$ cat src/rtl/ttl_sync_pkg.sv
// Shared types and defaults for the synchronous TTL clock-enable models.
// Each divider stage is carried as a level plus its single-cycle edge strobes.
package ttl_sync_pkg;

   localparam int DEF_W = 10;

   typedef struct packed {
      logic level;
      logic rise;
      logic fall;
   } cen_strobe_t;

endpackage

$ cat src/rtl/ttl_cen_frac_acc.sv
// Fractional-rate accumulator: adds NUM each enabled cycle, wraps at DEN and
// flags a tick on wrap. tick_now is the combinational tick, tick its registered copy.
module ttl_cen_frac_acc
   import ttl_sync_pkg::*;
#(
   parameter int W = DEF_W
) (
   input  logic         clk,
   input  logic         rst_n,
   input  logic         en,
   input  logic         sync,
   input  logic [W-1:0] num,
   input  logic [W-1:0] den,
   output logic         tick_now,
   output logic         tick
);

   logic [W:0]   acc_q, acc_d;
   logic         tick_q, tick_d;
   logic [W+1:0] sum, diff;

   // One guard bit above the accumulator; an out-of-range result after an
   // illegal operand change restarts the phase instead of wrapping silently.
   always_comb begin
      sum    = {1'b0, acc_q} + {2'b00, num};
      diff   = sum - {2'b00, den};
      acc_d  = acc_q;
      tick_d = 1'b0;
      if (sync) begin
         acc_d = '0;
      end else if (en) begin
         if (sum >= {2'b00, den}) begin
            tick_d = 1'b1;
            acc_d  = diff[W+1] ? '0 : diff[W:0];
         end else begin
            acc_d  = sum[W+1] ? '0 : sum[W:0];
         end
      end
   end

   always_ff @(posedge clk or negedge rst_n) begin
      if (!rst_n) begin
         acc_q  <= '0;
         tick_q <= 1'b0;
      end else begin
         acc_q  <= acc_d;
         tick_q <= tick_d;
      end
   end

   assign tick_now = tick_d;
   assign tick     = tick_q;

endmodule

$ cat src/rtl/ttl_cen_gen_sync.sv
// Pseudo-clock enable generator: fractional base toggle feeding a ripple
// chain of divide-by-two stages, each exported as level, rise and fall.
module ttl_cen_gen_sync
   import ttl_sync_pkg::*;
#(
   parameter int BLOCKS = 2,
   parameter int W      = DEF_W
) (
   input  logic              Clk,
   input  logic              RSTn,
   input  logic              En,
   input  logic              Sync,
   input  logic [W-1:0]      NUM,
   input  logic [W-1:0]      DEN,
   output logic [BLOCKS-1:0] Cen,
   output logic [BLOCKS-1:0] Rise,
   output logic [BLOCKS-1:0] Fall,
   output logic              Tick
);

   logic              tick_now;
   logic [BLOCKS-1:0] toggle;

   ttl_cen_frac_acc #(.W(W)) u_acc (
      .clk      (Clk),
      .rst_n    (RSTn),
      .en       (En),
      .sync     (Sync),
      .num      (NUM),
      .den      (DEN),
      .tick_now (tick_now),
      .tick     (Tick)
   );

   // tick_now is already gated by En and Sync, so the whole chain resolves
   // combinationally from it and every stage registers on the same edge.
   assign toggle[0] = tick_now;

   for (genvar k = 0; k < BLOCKS; k++) begin : g_stage
      cen_strobe_t stage_q, stage_d;

      always_comb begin
         stage_d      = stage_q;
         stage_d.rise = 1'b0;
         stage_d.fall = 1'b0;
         if (Sync) begin
            stage_d.level = 1'b0;
            stage_d.fall  = stage_q.level;
         end else if (toggle[k]) begin
            stage_d.level = ~stage_q.level;
            stage_d.rise  = ~stage_q.level;
            stage_d.fall  = stage_q.level;
         end
      end

      always_ff @(posedge Clk or negedge RSTn) begin
         if (!RSTn) begin
            stage_q <= '0;
         end else begin
            stage_q <= stage_d;
         end
      end

      if (k < BLOCKS - 1) begin : g_carry
         assign toggle[k+1] = toggle[k] & stage_q.level;
      end

      assign Cen[k]  = stage_q.level;
      assign Rise[k] = stage_q.rise;
      assign Fall[k] = stage_q.fall;
   end

endmodule

$ cat config.mk
export PLATFORM = sky130hd
export DESIGN_NAME = ttl_cen_gen_sync
export DESIGN_NICKNAME = d
export VERILOG_FILES = /design/src/rtl/ttl_sync_pkg.sv /design/src/rtl/ttl_cen_frac_acc.sv /design/src/rtl/ttl_cen_gen_sync.sv
export SDC_FILE = /design/constraint.sdc
export NUM_CORES = 1
export LEC_CHECK = 0
export BUFFER_PORTS_ARGS = -buffer_cell sky130_fd_sc_hd__buf_2
export CORE_UTILIZATION = 45
export CTS_BUF_LIST = sky130_fd_sc_hd__clkbuf_8
export CTS_CLUSTER_SIZE = 10
export DETAILED_ROUTE_END_ITERATION = 10
export GPL_ROUTABILITY_DRIVEN = 0
export GPL_TIMING_DRIVEN = 0
export PLACE_DENSITY_LB_ADDON = 0.3
export SYNTH_ARGS = -nofsm -noshare
export SYNTH_HDL_FRONTEND = slang
export SYNTH_HIERARCHICAL = 1
export SYNTH_SLANG_ARGS = --single-unit
$ cat constraint.sdc
create_clock -name Clk -period 3.6 [get_ports Clk]
set_clock_uncertainty 0.1 [all_clocks]
set_input_delay 0.72 -clock Clk [delete_from_list [all_inputs] [get_ports Clk]]
set_output_delay 0.72 -clock Clk [all_outputs]
set_load 0.02 [all_outputs]
[Yosys cells after proc, flatten, opt, wreduce, memory -nomap -nowiden]
Cells that the tools add are included.
Storage, ports and cells
  word-level logic and storage cells: 33
  bits in registers: 18
  output and inout bits: 7
  bits of input ports: 24
Cells by class
  add/sub/neg operators: 2
  reductions and logical operators: 3
  muxes and demuxes: 16
  bitwise gates (word level): 3
  $lt $le $gt $ge: 1
Operators by type and width (number)
  $mux 11: 5
  $add 11x10->12: 1
  $ge 12x10->1: 1
  $sub 12x10->12: 1
  $mux 1: 9
  $mux 3: 2
  $reduce_bool 2->1: 3
  $not 1->1: 2
  $and 1x1->1: 1

[Logic depth before layout (Yosys ltp)]
Gate-level depths: netlist of run 1.
  depth after elaboration: 8
  gate-level depth with buffers: 17
  depth with buffers taken out: 16

[Hierarchy]
The synthesis of run 1 kept the hierarchy.
Modules (own cells, without submodules)
  ttl_cen_frac_acc: seq. area each 300.3 um^2, times used 1, cells an instance 188, area an instance 1614.0 um^2
  ttl_cen_gen_sync: seq. area each 150.1 um^2, times used 1, cells an instance 17, area an instance 225.2 um^2

[Worst setup path before layout of run 1]
OpenSTA, ideal clock, no wires.
  path type: input to register
  start point: input NUM[0]
  end point: register g_stage[1].stage_q, in the netlist Cen[1]
  setup time: 125 ps
  buffers on the path: 0
  arrival: 3761 ps
  setup slack: -386 ps
  required time: 3375 ps
  cell stages on the path: 16
  cell sequence: ha_1 fa_1 a21oi_1 nor2b_1 nor2_1 xor2_1 inv_1 ha_1 a21o_1 nor3_2 a21oi_1 o41ai_1 and2_2 nor2_1 nand2_2 mux2_4
Between the ends
  longest elaborated chain between the ends: 7
RTL lines
  start, declared: line ttl_cen_gen_sync.sv:13  | input logic [W-1:0] NUM,
  $add 11x10->12: line ttl_cen_frac_acc.sv:25  | sum = {1'b0, acc_q} + {2'b00, num};
  $ge 12x10->1: line ttl_cen_frac_acc.sv:32  | if (sum >= {2'b00, den}) begin
  $mux 1: line ttl_cen_frac_acc.sv:32
  $mux 1: line ttl_cen_frac_acc.sv:31  | end else if (en) begin
  $mux 1: line ttl_cen_frac_acc.sv:29  | if (sync) begin
  via tick_now: line ttl_cen_gen_sync.sv:21  | logic tick_now;
  $and 1x1->1: line ttl_cen_gen_sync.sv:65  | assign toggle[k+1] = toggle[k] & stage_q.level;
  $reduce_bool 2->1 (no source line)
  end signal, assigned: line ttl_cen_gen_sync.sv:60  | stage_q <= stage_d;
  end, declared: line ttl_cen_gen_sync.sv:40  | cen_strobe_t stage_q, stage_d;
The timed path passes the listed nets, and every way through them passes these cells.
A chain may end at the register's enable or synchronous reset.

[Worst setup path in the final report of run 1]
  start point: input NUM[0]
  end point: register u_acc.acc_q[1]
Between the ends
  longest elaborated chain between the ends: 6
  elaborated cells on any way between the ends: 8
  those cells by class: 2 x add/sub; 1 x order compare; 5 x mux
RTL lines
  $add 11x10->12 *: line ttl_cen_frac_acc.sv:25
  $sub 12x10->12: line ttl_cen_frac_acc.sv:26  | diff = sum - {2'b00, den};
  $mux 11: line ttl_cen_frac_acc.sv:34  | acc_d = diff[W+1] ? '0 : diff[W:0];
  $mux 11 *: line ttl_cen_frac_acc.sv:32
  $mux 11 *: line ttl_cen_frac_acc.sv:31
  $mux 11 *: line ttl_cen_frac_acc.sv:29
  end signal, assigned: line ttl_cen_frac_acc.sv:43  | acc_q <= '0;
  end signal, assigned: line ttl_cen_frac_acc.sv:46  | acc_q <= acc_d;
  end, declared: line ttl_cen_frac_acc.sv:18  | logic [W:0] acc_q, acc_d;
Every way passes the cells marked *; elsewhere a longest branch is shown, timed or not. The select of a mux whose other input is x is not followed.

==> flow_summary.toml, run 1 <==
[synthesis]
netlist_instances = 205
yosysTopAreaCell = "dfrtp_1"
synth_cell_types = 51
synth.top_cell.area_share_pct = 24.5
ys_seq_area_share_pct = 24.5
synth_nets = 252
synthArstFlopShare_pct = 100
syn_area_um2 = 1840
yosysWarnings = 6
synth-edff-count = 0
ys_ff_latch = 18
syn_area_per_cell_um2 = 8.97
yosysMostFrequentCell = "ha_1"
yosys_most_used_dff = "dfrtp_1"
synthTopCellsByCount = "21 x ha_1, 19 x inv_1, 18 x dfrtp_1"
netlist_top_cells_area = "dfrtp_1 24%, ha_1 14%, xnor2_1 5.2%"

[power]
p_sw_share_pct = 46.9
switching_power_w = 0.00112
p_seq_share_pct = 13.1
pwr-share-comb_pct = 80.0
power.internal_w = 0.00128
power.density_nw_per_um2 = 1000
clock_power_share_pct = 7.0
p_leak_nw = 1.17
vdd_ir_drop_max_mv = 0.473

[status]
outcome = "finished, violations left"
violations = "negative setup slack"

[final_layout]
drive_gt1_share_pct = 36.1
nets = 303
stdcell_area_um2 = 2390
fill_cells = 312
insertedDiodeCount = 0
syn_to_final_growth_pct = 30.1

[critical_path]
crit_fanout = 5
cp.required_ns = 3.64
max_stage_delay_ns = 0.39
crit_family = "compound AO/OA/AOI/OAI gates"
r2r_cells = 18
cp_num_buf_inv = 4
crit_path_end_kind = "flop"
r2r-start = "u_acc/acc_q[0]"
worstSetupPathType = "input port to flop"
worstSetupStartpointType = "input port"
worstPathCellList = "buf_6 -> ha_4 -> fa_2 -> a21oi_4 -> nor2b_1 -> nor2_1 -> xor2_1 -> inv_1 -> ha_4 -> a21o_1 -> nor3_4 -> a21oi_2 -> o41ai_2 -> buf_4 -> nor2_2 -> o2bb2ai_2 -> nand2_2 -> buf_6 -> o221ai_2"
reg2reg_slack_ns = -0.04
arrival_ns = 3.81
cp_slowest_cell = "fa_2"
crit_path_start = "NUM[0]"
cp.depth = 19
setup.worst_path.end = "u_acc/acc_q[1]"
reg2reg_to = "u_acc/acc_q[1]"

[floorplan]
rows = 22
ios = 31
dieArea_um2 = 4350
die_w_um = 65.9
die_h_um = 65.9
core_area_um2 = 3800
start_util_pct = 48.4

[routing]
dr.pass1.iters = 4
vias = 1660
avgRoutedWirePerCell_um = 14.3
vias_per_cell = 5.48
ant_nets = 0
drc_errors = 0
wl_um = 4320
drtIter0Drc = 63

[clock_tree]
cts.clk_slew.worst_paths_ns = 0.07
cts_sinks = 18
clk_path_buf_depth = 2
numCtsBuffers = 3
cts_root_buf = "clkbuf_8"
cts_tree = "done"
htree_levels = 1
clkLatencyLatePin_ns = 0.26
hold_buffers = 0

[global_routing]
grt_start_max_net_pins = 19
grt_usage_pct = 21.6
grt_antenna_before_repair = 0
overflow = 0
grt_pass1_wl_um = 7130
grt_pass1_vias = 1629

[hold_path]
hp-class = "input port to asynchronous set/reset pin"

[sta]
hold_violations = 0
maxSlewHeadroom_pct = 70.0
layout_min_cycle_time_ns = 3.78
holdWs_ns = 0.296
tightest_slew_ns = 0.449
setup_violations = 12
rsz0062_at_grt = "true"
clock.fmax_mhz = 265
maxSlewViolCount = 0
tns_ns = -1.86
layout_worst_path_cycle_share_pct = 105
fin_ws_ns = -0.179

[placement]
place_area_um2 = 2100
hpwl_um = 3110
port_buffers = 30

[job]
maxCapViolCount = 0
how the worst min path moves through the flow:
stage / start / endpoint / slack [ns] / depth (start not counted)
global route: RSTn / Rise[1] / 0.33 / 1
finish: RSTn / Rise[1] / 0.30 / 1
CTS: RSTn / Rise[1] / 0.31 / 1
global placement: Cen[1] / Rise[1] / 0.39 / 1
detailed placement: Cen[1] / Rise[1] / 0.39 / 1
floorplan: RSTn / Cen[0] / 0.32 / 0
power groups by stage:
stage	clock network [W]	registers (W)	logic (W)
finish	0.000168	0.000313	0.00192
global route	0.000183	0.000320	0.00210
global placement	0	0.000312	0.00149
detailed placement	0	0.000314	0.00151
floorplan	0	0.000317	0.00124
CTS	0.000173	0.000312	0.00175
cell families (layout without fill, tap and decap cells):
family / Yosys count / after routing / synth area share [%]
compound gates: 55 / 55 / 24.9
simple gates: 70 / 70 / 20.2
buf+inv: 21 / 71 / 5.03
mux: 1 / 1 / 0.816
xor+xnor: 17 / 17 / 8.10
flops: 18 / 18 / 24.5
fa+ha+maj: 23 / 23 / 16.5
final cells by class:
type,instances,area (um2),share of cell area (%)
clock buffer,4,55.1,2.30
sequential,18,450,18.8
multi-input combinational,166,1450,60.8
buffer,2,21.3,0.889
tap,48,60.1,2.51
timing repair buffer,46,280,11.7
inverter,19,71.3,2.98
cells in the final DEF, fill, tap and decap left out, types with 3 or more instances in the layout:
| master | synthesis | final |
|---|---|---|
| a21o_1 | 5 | 4 |
| inv_1 | 19 | 19 |
| nor2_1 | 15 | 13 |
| o21ai_0 | 8 | 7 |
| nor2b_1 | 7 | 7 |
| dfrtp_1 | 18 | 18 |
| nand3_1 | 6 | 6 |
| nand2_1 | 16 | 15 |
| buf_6 | 1 | 3 |
| buf_2 | 0 | 29 |
| a21oi_2 | 0 | 3 |
| nand4_1 | 3 | 3 |
| xnor2_1 | 11 | 8 |
| xor2_1 | 6 | 6 |
| o211ai_2 | 3 | 3 |
| o221ai_2 | 6 | 7 |
| nor3_1 | 3 | 3 |
| nand2b_1 | 6 | 6 |
| ha_1 | 21 | 17 |
| o21a_1 | 3 | 3 |
| ha_4 | 0 | 3 |
| a21oi_1 | 10 | 6 |
| clkbuf_8 | 0 | 4 |
| buf_4 | 0 | 15 |
| xnor2_2 | 0 | 3 |
sequential cells by signal, summed over array words and instances (netlist names):
signal	count
u_acc/acc_q	11
Rise	2
Fall	2
Cen	2
u_acc/tick	1
routing by layer:
layer	track usage [%]	vias up	share of wire [%]
li1	-	841	-
met4	5.59	0	0.79
met2	38.1	24	48
met3	2.07	4	2.1
met5	0	-	0
met1	27.9	791	49
stage by stage:
step / worst slack, ns / std cells / power [W] / util (%)
floorplan: -0.0356 / 205 / 0.00156 / -
global placement: -0.509 / 283 / 0.00180 / 55.4
detailed placement: -0.499 / 283 / 0.00182 / 55.4
CTS: -0.121 / 299 / 0.00224 / 60.7
global route: -0.345 / 303 / 0.00260 / 63.0
finish: -0.179 / 303 / 0.00240 / 63.0
what timing repair did:
item / in CTS / in global routing
resized for setup: 12 / 9
pin swaps: 7 / 11
cloned: 1 / 0
setup endpoints to repair: 16 / 17
setup buffers: 11 / 4
(Power assumes the default switching activity.)
==> inputs of run 2 (changes only) <==
==> constraint.sdc (replaced) <==
create_clock -name Clk -period 3.6 [get_ports Clk]
set_clock_uncertainty 0.1 [all_clocks]
set_input_delay 0.36 -clock Clk [delete_from_list [all_inputs] [get_ports Clk]]
set_output_delay 0.36 -clock Clk [all_outputs]
set_load 0.02 [all_outputs]
==> run 2 against run 1 <==
The flow still finishes with violations (negative setup slack). First-iteration DRC count grew 70%. Hold slack lost 0.015 ns. Critical path depth is 3 lower. Highest routed layer unchanged.
==> flow_summary.toml, run 2 (same netlist as run 1, synthesis figures left out) <==
[status]
outcome = "finished, violations left"
violations = "negative setup slack"

[final_layout]
syn_to_final_growth_pct = 28.6
nets = 303
final_common_cell = "buf_2"
drive_gt1_share_pct = 35.3
insertedDiodeCount = 0
top_register = "u_acc/acc_q"
mostFrequentLayoutCells = "30 x buf_2, 19 x inv_1, 18 x dfrtp_1, 18 x ha_1, 15 x nand2_1"
stdcell_area_um2 = 2370
fill_cells = 345
largest_register_ffs = 11

[floorplan]
core_area_um2 = 3800
die_h_um = 65.9
die_w_um = 65.9
rows = 22
start_util_pct = 48.4
ios = 31
dieArea_um2 = 4350

[routing]
drtIter0Drc = 107
vias = 1692
wl_um = 4340
vias_per_cell = 5.58
avgRoutedWirePerCell_um = 14.3
drc_errors = 0
ant_nets = 0
dr.pass1.iters = 4

[clock_tree]
cts_tree = "done"
cts.clk_slew.worst_paths_ns = 0.07
numCtsBuffers = 3
htree_levels = 1
cts_sinks = 18
clk_path_buf_depth = 2
cts_root_buf = "clkbuf_8"
clkLatencyLatePin_ns = 0.25

[global_routing]
overflow = 0
grt_start_max_net_pins = 19
grt_usage_pct = 20.3
grt_pass1_wl_um = 6880
grt_antenna_before_repair = 0
grt_pass1_vias = 1570

[sta]
hold_violations = 0
layout_worst_path_cycle_share_pct = 101
fin_ws_ns = -0.0311
rsz0062_at_grt = "true"
clock.fmax_mhz = 275
maxSlewHeadroom_pct = 71.5
tightest_slew_ns = 0.427
setup_violations = 6
layout_min_cycle_time_ns = 3.63
maxSlewViolCount = 0

[power]
power.density_nw_per_um2 = 992
p_leak_nw = 1.16
vdd_ir_drop_max_mv = 0.416
p_total_w = 0.00235

[job]
maxCapViolCount = 0

[critical_path]
arrival_ns = 3.68
crit_fanout = 6
worstSetupPathType = "flop to flop"
crit_path_end_kind = "flop"
max_stage_delay_ns = 0.39
cp.required_ns = 3.65
worstPathCellList = "ha_2 -> fa_2 -> a21oi_4 -> nor2b_1 -> nor2_1 -> xor2_1 -> inv_1 -> ha_4 -> a21o_1 -> nor3_4 -> a21oi_2 -> o41ai_2 -> and2_4 -> nor2_4 -> nand2_2 -> mux2_4"
cp_slowest_cell = "dfrtp_1"
worstSetupStartpointType = "flop"

[placement]
port_buffers = 30
dp_slack_ns = -0.504
place_area_um2 = 2060
hpwl_um = 3190

[hold_path]
hp-class = "input port to flop"
==> run 2: cell count changes in the layout (fill, tap and decap cells not counted), sizes merged <==
cell | before | now
dlygate4sd3 | 1 | 2
buf | 47 | 46
==> run 2: report_power, final <==
part / leakage [nW] / total, W / switching (W) / internal [W]
sequential: 0.245 / 0.000311 / 0.0000477 / 0.000264
combinational: 0.891 / 0.00187 / 0.000991 / 0.000875
clock: 0.0288 / 0.000171 / 0.0000736 / 0.0000972
total: 1.16 / 0.00235 / 0.00111 / 0.00124
==> run 2: through the flow <==
step	util, %	TNS, ns	hold WS (ns)	instances
after floorplan	-	0	-0.0356	205
after global placement	54.2	-6.41	0.217	283
after detailed placement	54.2	-6.45	0.227	283
after CTS	58.9	-0.104	0.271	297
after global routing	62.3	-1.88	0.301	303
final	62.3	-0.0482	0.281	303
==> run 2: per-layer routing <==
layer / GRT usage [%] / vias up / share of wire, %
met4: 4.52 / 0 / 0.51
li1: - / 847 / -
met3: 2.41 / 6 / 5.0
met1: 27.4 / 791 / 47
met5: 0 / - / 0
met2: 34.6 / 48 / 47
==> run 2: final timing paths <==
kind,startpoint,to,slack (ns),depth (start not counted)
worst max-delay path,u_acc/acc_q[0],Cen[1],-0.03,16
worst min-delay path,Sync,Cen[0],0.28,2
worst max register to register,u_acc/acc_q[0],Cen[1],-0.03,16
worst min register to register,Cen[1],Rise[1],0.39,1
max in group asynchronous,RSTn,u_acc/acc_q[2],2.63,2
min in group asynchronous,RSTn,u_acc/acc_q[1],0.47,2
==> run 2: final cells by class <==
| class | instances | area, um2 | share of cell area (%) |
|---|---|---|---|
| Tap cell | 48 | 60.1 | 2.54 |
| Buffer | 2 | 21.3 | 0.899 |
| Inverter | 19 | 71.3 | 3.01 |
| Clock buffer | 4 | 55.1 | 2.33 |
| Timing Repair Buffer | 46 | 277 | 11.7 |
| Multi-Input combinational cell | 166 | 1430 | 60.5 |
| Sequential cell | 18 | 450 | 19.0 |
==> run 2: worst max-delay path, delay by kind of cell (launching register included) <==
kind | cells | cell delay, ns
muxes | 1 | 0.29
xor gates and xnor gates | 1 | 0.23
adders and majority gates | 3 | 0.80
DFF | 1 | 0.39
and+or+nand+nor | 6 | 0.79
buffers and inverters | 1 | 0.10
AOI/OAI and AO/OA | 4 | 0.83
==> run 2: timing repair <==
action                                 CTS  global route
buffers inserted                         8             6
pin swaps                                5             9
endpoints found under the hold margin   18             0
cloned                                   1             0
hold buffers                             1             0
setup endpoints to repair               17            14
gates resized for setup                 11            15
==> inputs of run 3 (changes only) <==
--- a/config.mk
+++ b/config.mk
@@ -12,7 +12,8 @@
 export DETAILED_ROUTE_END_ITERATION = 10
 export GPL_ROUTABILITY_DRIVEN = 0
 export GPL_TIMING_DRIVEN = 0
-export PLACE_DENSITY_LB_ADDON = 0.3
+export PLACE_DENSITY_LB_ADDON = 0.08
+export SLEW_MARGIN = 20
 export SYNTH_ARGS = -nofsm -noshare
 export SYNTH_HDL_FRONTEND = slang
 export SYNTH_HIERARCHICAL = 1
==> run 3 against run 2 <==
The run now ends clean. Critical path depth is the same. Combinational power shrank 4%. Non-clock buffer count shrank 3. Sequential power barely moved. Highest routed layer unchanged. Worst setup slack gained 0.051 ns. Sequential share of layout area is 0.78 points higher. Clock power decreased by 15%. Maximum frequency up 1.4%. Utilization decreased by 2.4 points.
==> flow_summary.toml, run 3 (same netlist as run 1, synthesis figures left out) <==
[status]
outcome = "completed"

[job]
maxCapViolCount = 0

[sta]
setup_violations = 0
tightest_slew_ns = 0.420
clock.fmax_mhz = 279
fin_ws_ns = 0.0201
layout_worst_path_cycle_share_pct = 99.4
rsz0062_at_grt = "true"
maxSlewHeadroom_pct = 71.9
hold_violations = 0
maxSlewViolCount = 0
holdWs_ns = 0.264
layout_min_cycle_time_ns = 3.58

[global_routing]
overflow = 0
grt_pass1_vias = 1478
grt_usage_pct = 20.9
grt_antenna_before_repair = 0
grt_start_max_net_pins = 19
grt_pass1_wl_um = 6730

[critical_path]
r2r-start = "u_acc/acc_q[0]"
cp.required_ns = 3.65
worstSetupStartpointType = "flop"
worstSetupPathType = "flop to flop"
r2r_cells = 16
crit_fanout = 6
reg2reg_to = "Cen[1]"
reg2reg_slack_ns = 0.02
arrival_ns = 3.63
crit_path_end_kind = "flop"

[floorplan]
die_w_um = 65.9
dieArea_um2 = 4350
start_util_pct = 48.4
ios = 31
die_h_um = 65.9
core_area_um2 = 3800
rows = 22

[routing]
vias_per_cell = 5.40
wl_um = 4110
avgRoutedWirePerCell_um = 13.8
drc_errors = 0
vias = 1616
dr.pass1.iters = 4
ant_nets = 0
drtIter0Drc = 47

[final_layout]
layout.cells.non_filler = 299
nets = 300
largest_register_ffs = 11
final_common_cell = "buf_2"
syn_to_final_growth_pct = 23.6
top_register = "u_acc/acc_q"
drive_gt1_share_pct = 31.1
stdcell_area_um2 = 2270
mostFrequentLayoutCells = "30 x buf_2, 19 x inv_1, 18 x dfrtp_1, 18 x ha_1, 15 x nand2_1"
insertedDiodeCount = 0

[placement]
dp_slack_ns = -0.532
hpwl_um = 3160
port_buffers = 30
placed_cells = 283
place_area_um2 = 2060

[power]
p_sw_share_pct = 46.8
p_seq_share_pct = 13.8
vdd_ir_drop_max_mv = 0.412
power.internal_w = 0.00119
clock_power_share_pct = 6.5
power.density_nw_per_um2 = 988
switching_power_w = 0.00105
p_leak_nw = 1.13
pwr-share-comb_pct = 79.8

[clock_tree]
clkLatencyLatePin_ns = 0.26
clk_path_buf_depth = 2
cts_sinks = 18
numCtsBuffers = 3
cts.clk_slew.worst_paths_ns = 0.07
cts_root_buf = "clkbuf_8"
cts_tree = "done"
htree_levels = 1

[hold_path]
hp-class = "input port to flop"
min_from = "Sync"
hold_depth = 2
hold_end = "Cen[0]"
-- run 3: area by class of cell --
class	count	area (um2)
fillers	366	1530
multi-input cells	166	1360
flip-flops and latches	18	450
repair buffers	43	267
inverters	19	71.3
well taps	48	60.1
clock buffers	3	41.3
plain buffers	2	21.3
-- run 3: repair_timing --
action                     CTS  global route
setup endpoints to repair   18            16
hold endpoints to repair    18             0
cloned                       1             0
hold buffers                 1             0
buffers inserted             7             4
pin swaps                    8             4
gates resized for setup     11             4
-- run 3: critical path: stages, from the launching register on --
cell and delay, ns:
dfrtp_1 0.39, ha_2 0.19, fa_2 0.38, a21oi_2 0.18, nor2b_1 0.06, nor2_1 0.12
xor2_1 0.23, inv_1 0.10, ha_4 0.24, a21o_1 0.21, nor3_2 0.16, a21oi_1 0.14
o41ai_2 0.29, and2_4 0.25, nor2_4 0.06, nand2_2 0.08, mux2_4 0.29
-- run 3: layer usage --
layer | up-vias | track usage (%) | routed length [um]
met1 | 741 | 28.4 | 2110
li1 | 843 | - | -
met5 | - | 0 | 0
met2 | 27 | 33.8 | 1810
met3 | 5 | 2.76 | 146
met4 | 0 | 7.18 | 51
-- run 3: worst max-delay path by stage --
stage / start / depth (start not counted) / endpoint
after floorplan: NUM[0] / 16 / Cen[1]
after global placement: NUM[0] / 18 / u_acc/acc_q[1]
after detailed placement: NUM[0] / 18 / u_acc/acc_q[1]
after CTS: u_acc/acc_q[0] / 17 / u_acc/acc_q[1]
after global routing: u_acc/acc_q[0] / 17 / u_acc/acc_q[1]
final: u_acc/acc_q[0] / 16 / Cen[1]
-- run 3: power groups by stage --
stage / registers (W) / clock network [W] / logic, W
floorplan: 0.000315 / 0 / 0.00119
global placement: 0.000310 / 0 / 0.00146
detailed placement: 0.000313 / 0 / 0.00147
CTS: 0.000309 / 0.000151 / 0.00163
global route: 0.000319 / 0.000161 / 0.00195
finish: 0.000309 / 0.000145 / 0.00179
-- run 3: metrics by stage --
| step | utilization [%] | TNS, ns | power (W) |
|---|---|---|---|
| 2_1_floorplan | - | 0 | 0.00151 |
| 3_3_place_gp | 54.2 | -7.54 | 0.00177 |
| 3_5_place_dp | 54.2 | -7.25 | 0.00178 |
| 4_1_cts | 58.2 | -0.279 | 0.00209 |
| 5_1_grt | 59.8 | -1.41 | 0.00243 |
| 6_report | 59.8 | 0 | 0.00225 |
